<file path="src/rtl/uart_tx_fifo.sv">
// Memory-mapped UART transmitter with a circular transmit FIFO.
// Frame format, baud divisor and FIFO depth are set by parameters.
module uart_tx_fifo #(
    parameter int DIV       = 4,
    parameter int DEPTH     = 4,
    parameter int DATA_BITS = 8,
    parameter int PARITY    = 0,
    parameter int STOP_BITS = 1
) (
    input  logic        clk,
    input  logic        rst,
    input  logic        we,
    input  logic [7:0]  wr_data,
    input  logic        ovf_clr,
    output logic [31:0] status,
    output logic        uart_tx
);

    localparam int PTR_W  = $clog2(DEPTH);
    localparam int CNT_W  = $clog2(DEPTH + 1);
    localparam int BAUD_W = $clog2(DIV);
    localparam logic [7:0] DATA_MASK = 8'((16'd1 << DATA_BITS) - 16'd1);

    typedef enum logic [2:0] {
        IDLE,
        START,
        DATA,
        PAR,
        STOP
    } state_t;

    state_t            state;
    state_t            state_n;
    logic [BAUD_W-1:0] baud;
    logic [BAUD_W-1:0] baud_n;
    logic [2:0]        bit_idx;
    logic [2:0]        bit_idx_n;
    logic [7:0]        shift;
    logic [7:0]        shift_n;
    logic              par_bit;
    logic              par_bit_n;
    logic              tx_n;

    logic [7:0]        mem [DEPTH];
    logic [PTR_W-1:0]  rd_ptr;
    logic [PTR_W-1:0]  wr_ptr;
    logic [CNT_W-1:0]  count;
    logic              overflow;

    logic              empty;
    logic              full;
    logic              busy;
    logic              push;
    logic              pop;
    logic              baud_last;
    logic [7:0]        head;

    assign empty     = (count == '0);
    assign full      = (count == CNT_W'(DEPTH));
    assign busy      = (state != IDLE);
    assign push      = we && !full;
    assign head      = mem[rd_ptr] & DATA_MASK;
    assign baud_last = (baud == BAUD_W'(DIV - 1));

    assign status = {16'd0, 8'(count), 4'd0, overflow, busy, full, empty};

    // Storage needs no reset; stale entries are never read while empty.
    always_ff @(posedge clk) begin
        if (push) begin
            mem[wr_ptr] <= wr_data;
        end
    end

    // Full is judged before any pop, so a write into a full FIFO is dropped
    // even when the transmitter frees a slot in the same cycle.
    always_ff @(posedge clk or posedge rst) begin
        if (rst) begin
            rd_ptr   <= '0;
            wr_ptr   <= '0;
            count    <= '0;
            overflow <= 1'b0;
        end else begin
            if (push) begin
                wr_ptr <= wr_ptr + 1'b1;
            end
            if (pop) begin
                rd_ptr <= rd_ptr + 1'b1;
            end
            case ({push, pop})
                2'b10:   count <= count + 1'b1;
                2'b01:   count <= count - 1'b1;
                default: count <= count;
            endcase
            if (we && full) begin
                overflow <= 1'b1;
            end else if (ovf_clr) begin
                overflow <= 1'b0;
            end
        end
    end

    always_ff @(posedge clk or posedge rst) begin
        if (rst) begin
            state   <= IDLE;
            baud    <= '0;
            bit_idx <= '0;
            shift   <= '0;
            par_bit <= 1'b0;
            uart_tx <= 1'b1;
        end else begin
            state   <= state_n;
            baud    <= baud_n;
            bit_idx <= bit_idx_n;
            shift   <= shift_n;
            par_bit <= par_bit_n;
            uart_tx <= tx_n;
        end
    end

    // bit_idx counts data bits in DATA and stop bits in STOP.
    always_comb begin
        state_n   = state;
        baud_n    = baud;
        bit_idx_n = bit_idx;
        shift_n   = shift;
        par_bit_n = par_bit;
        pop       = 1'b0;

        if (state != IDLE) begin
            baud_n = baud_last ? '0 : baud + 1'b1;
        end

        case (state)
            IDLE: begin
                if (!empty) begin
                    pop     = 1'b1;
                    state_n = START;
                    baud_n  = '0;
                end
            end
            START: begin
                if (baud_last) begin
                    state_n   = DATA;
                    bit_idx_n = '0;
                end
            end
            DATA: begin
                if (baud_last) begin
                    if (bit_idx == 3'(DATA_BITS - 1)) begin
                        bit_idx_n = '0;
                        state_n   = (PARITY != 0) ? PAR : STOP;
                    end else begin
                        bit_idx_n = bit_idx + 1'b1;
                        shift_n   = shift >> 1;
                    end
                end
            end
            PAR: begin
                if (baud_last) begin
                    state_n   = STOP;
                    bit_idx_n = '0;
                end
            end
            STOP: begin
                if (baud_last) begin
                    if (bit_idx == 3'(STOP_BITS - 1)) begin
                        if (!empty) begin
                            pop     = 1'b1;
                            state_n = START;
                        end else begin
                            state_n = IDLE;
                        end
                    end else begin
                        bit_idx_n = bit_idx + 1'b1;
                    end
                end
            end
            default: begin
                state_n = IDLE;
            end
        endcase

        if (pop) begin
            shift_n   = head;
            par_bit_n = (^head) ^ (PARITY == 2);
        end
    end

    // The line level is decoded from next-state values so uart_tx is a flop.
    always_comb begin
        tx_n = 1'b1;
        case (state_n)
            START:   tx_n = 1'b0;
            DATA:    tx_n = shift_n[0];
            PAR:     tx_n = par_bit_n;
            default: tx_n = 1'b1;
        endcase
    end

endmodule

</file>
<file path="config.mk">
export PLATFORM = sky130hd
export DESIGN_NAME = uart_tx_fifo
export DESIGN_NICKNAME = d
export VERILOG_FILES = /design/src/rtl/uart_tx_fifo.sv
export SDC_FILE = /design/constraint.sdc
export NUM_CORES = 1
export LEC_CHECK = 0
export CAP_MARGIN = 20
export CELL_PAD_IN_SITES_DETAIL_PLACEMENT = 1
export CELL_PAD_IN_SITES_GLOBAL_PLACEMENT = 1
export CORE_MARGIN = 2
export CORE_UTILIZATION = 25
export CTS_CLUSTER_SIZE = 30
export DETAILED_ROUTE_END_ITERATION = 6
export PLACE_DENSITY_LB_ADDON = 0.1
export SLEW_MARGIN = 40
export SYNTH_ARGS = -nofsm -noshare
export SYNTH_HDL_FRONTEND = slang
export SYNTH_SLANG_ARGS = --single-unit
</file>
<file path="constraint.sdc">
create_clock -name clk -period 2.1 [get_ports clk]
set_input_delay 0.315 -clock clk [delete_from_list [all_inputs] [get_ports clk]]
set_output_delay 0.315 -clock clk [all_outputs]
set_load 0.1 [all_outputs]
</file>
==> metrics.csv, run 1 <==
stage,metric,value,unit
run_status,outcome,"finished, final reports clean",
placed_design,dpl_cell_area,3230,sq um
synth,synth-seq-cells,58,
die,rows,38,
setup_path,path_max_fanout,3,
synth,yosys.cell_count.top_type,edfxtp_1,
sta,timing.final.crit_share,96.1,%
job,cap_violations,0,
synth,async_flop_share,44.8,%
setup_path,path_cells,"inv_1, ha_2, nand3b_1, nand2_2, nand3_4, inv_4, ha_4, inv_2, fa_2, xor2_1, nor2_1, xor2_1",
placed_design,io_buffers,19,
setup_path,crit_path_start_kind,flop,
clock_network,cts_tree,built,
synth,avgSynthCellArea,12.8,sq um
synth,synthFlopType,edfxtp_1,
die,start_util,25.9,%
global_route,grtUsageTotal,9.53,%
setup_path,end_kind,flop,
synth,yosysTopAreaCellShare,33.9,%
die,core,10900,sq um
global_route,antenna_found_initial,0,
setup_path,crit_arrival,2.26,ns
global_route,first_global_vias,1695,
sta,finalHoldWorstSlack,0.364,ns
synth,synth_edf_count,32,
detailed_routing,antenna_left,0,
synth,yosysWarnings,0,
min_path,hold_path.class,primary input to async pin,
sta,final-hold-violation-count,0,
setup_path,cp.buffers_inverters,3,
power,ir_worst_vdd,532,uV
placed_design,dp.cells,387,
synth,netlist-cell-type-count,36,
synth,yosysTopAreaCell,edfxtp_1,
synth,synth_area,2840,sq um
clock_network,ctsHoldBuffers,0,
cells_and_area,syn_to_final_growth,25.5,%
placed_design,dp_hpwl,3670,microns
global_route,grt_max_degree,27,
setup_path,critical_path_class,flop to flop,
synth,synth.area.top_cells,"edfxtp_1 34%, dfrtp_1 22%, buf_4 7.7%",
cells_and_area,fin_cells,405,
detailed_routing,drt_pass1_iterations,4,
global_route,top_usage_layer,met2,
setup_path,max_stage_delay,0.40,ns
detailed_routing,drt-initial-drc-count,14,
cells_and_area,layout-drive-gt1-share,26.0,%
global_route,grt_pass1_wl,8980,microns
synth,postSynthCellCount,222,
cells_and_area,final_core_util,32.6,%
sta,fin_crit,2.02,ns
die,die_h,111,microns
cells_and_area,fillCellCount,1203,
cells_and_area,final_nets,282,
clock_network,clock-sinks,58,
setup_path,crit_family,adder cells,
clock_network,cts_max_level,3,
global_route,gr-usage-met1,12.8,%
global_route,use_met3,2.96,%
die,io_pins,45,
global_route,grt-ovfl-total,0,
sta,drv_slew,0,
detailed_routing,vias_per_cell,4.00,
global_route,use_met2,13.9,%
sta,rsz0062_at_grt,true,
setup_path,worstPathRequired,2.34,ns
setup_path,cpMostUsedCell,xor2_1,
sta,clock.fmax,0.496,GHz
setup_path,cp_slowest_cell,dfrtp_1,
power,leakage,0.00140,uW
detailed_routing,wl,5340,microns
sta,finalSetupViolCount,0,
cells_and_area,final_area,3560,sq um
detailed_routing,drc,0,
sta,skew,0.00508,ns
clock_network,root_buffer,clkbuf_16,
detailed_routing,wl_per_cell,13.2,microns
synth,ys_top_cells_by_count,"32 x edfxtp_1, 29 x buf_4, 25 x dfrtp_1",
detailed_routing,vias,1621,
power,fin_total_pwr,6190,uW
synth,seq_area_frac_synth,56.9,%
clock_network,clk_latency,0.32,ns
clock_network,clock_path_buffers,2,
cells_and_area,antenna_cells,0,
power,cellPowerDensity,1740,nW/um^2
placed_design,gp_congestion,0.688,
die,die-area,12200,sq um
clock_network,clk_pin_slew_worst_paths,0.05,ns
clock_network,cts_made_buffers,9,
die,die_w,111,microns
-- sequential cells by signal, indices dropped and copies added (netlist names), 2 cells and up --
name	cells
rd_ptr	2
mem	32
count	3
wr_ptr	2
baud	2
bit_idx	3
shift	8
state	3
-- cells in the final DEF, fill, tap and decap left out, types with 8 or more instances in the layout --
cell type / n
dfrtp_1: 22
conb_1: 25
mux4_2: 8
edfxtp_1: 32
buf_4: 23
a21oi_1: 8
nand2_1: 17
clkbuf_16: 9
clkdlybuf4s50_1: 11
nor2_1: 13
inv_1: 10
xnor2_1: 11
o21ai_0: 10
-- report_power, final --
| group | leakage, uW | internal (uW) | switching, uW |
|---|---|---|---|
| Sequential | 0.000600 | 1610 | 205 |
| Combinational | 0.000662 | 1170 | 1760 |
| Clock | 0.000135 | 912 | 529 |
| Total | 0.00140 | 3690 | 2500 |
-- per-layer routing --
layer	up-vias	share of wire, %
li1	788	-
met1	793	50
met2	31	45
met3	9	3.0
met4	0	2.0
met5	-	0
-- final timing paths --
| check | start | end | slack (ns) | cells after the start |
|---|---|---|---|---|
| max in group asynchronous | rst | uart_tx | 1.43 | 3 |
| max reg2reg | bit_idx[1] | count[2] | 0.08 | 12 |
| min reg2reg | par_bit | par_bit | 0.51 | 2 |
| min in group clk | par_bit | par_bit | 0.51 | 2 |
| max | bit_idx[1] | count[2] | 0.08 | 12 |
| min | rst | count[0] | 0.36 | 3 |
-- metrics by stage --
step	TNS [ns]	worst slack, ns
finish	0	0.0819
global route	-0.0860	-0.0860
CTS	0	0.00205
detailed placement	0	0.0206
global placement	0	0.0655
floorplan	-0.0566	-0.0566
-- worst register-to-register path, stage by stage, from the launching register on --
cell,delay [ns]
dfrtp_1,0.40
inv_1,0.07
ha_2,0.17
nand3b_1,0.14
nand2_2,0.11
nand3_4,0.07
inv_4,0.07
ha_4,0.12
inv_2,0.04
fa_2,0.35
xor2_1,0.16
nor2_1,0.11
xor2_1,0.14
-- timing repair --
item | CTS | global route
setup buffers | 0 | 2
resized for setup | 1 | 5
setup endpoints to repair | 1 | 2
pin swaps | 1 | 8
-- final cells by class --
cell class / instances / area (sq um) / area share [%]
sequential: 58 / 1620 / 45.6
multi-input combinational: 138 / 1030 / 29.0
clock buffer: 9 / 225 / 6.33
timing repair buffer: 39 / 374 / 10.5
clock inverter: 7 / 70.1 / 1.97
tap: 140 / 175 / 4.92
inverter: 14 / 57.6 / 1.62
-- logic make-up after synthesis --
logic type      after synthesis  share of synthesized area (%)
mux                          15                           8.82
other cells                   1                          0.132
compound gates               25                           5.25
simple gates                 50                           8.87
xor+xnor                     13                           4.01
flops                        58                           56.9
buf+inv                      50                           11.4
fa+ha+maj                    10                           4.68
Power figures use the tool's default switching activity.
==> run 2: changes to the inputs <==
--- a/config.mk
+++ b/config.mk
@@ -5,7 +5,7 @@
 export SDC_FILE = /design/constraint.sdc
 export NUM_CORES = 1
 export LEC_CHECK = 0
-export CAP_MARGIN = 20
+export CAP_MARGIN = 10
 export CELL_PAD_IN_SITES_DETAIL_PLACEMENT = 1
 export CELL_PAD_IN_SITES_GLOBAL_PLACEMENT = 1
 export CORE_MARGIN = 2
==> results of run 2 <==
No change in the layout: final DEF, timing and power equal those of run 1.
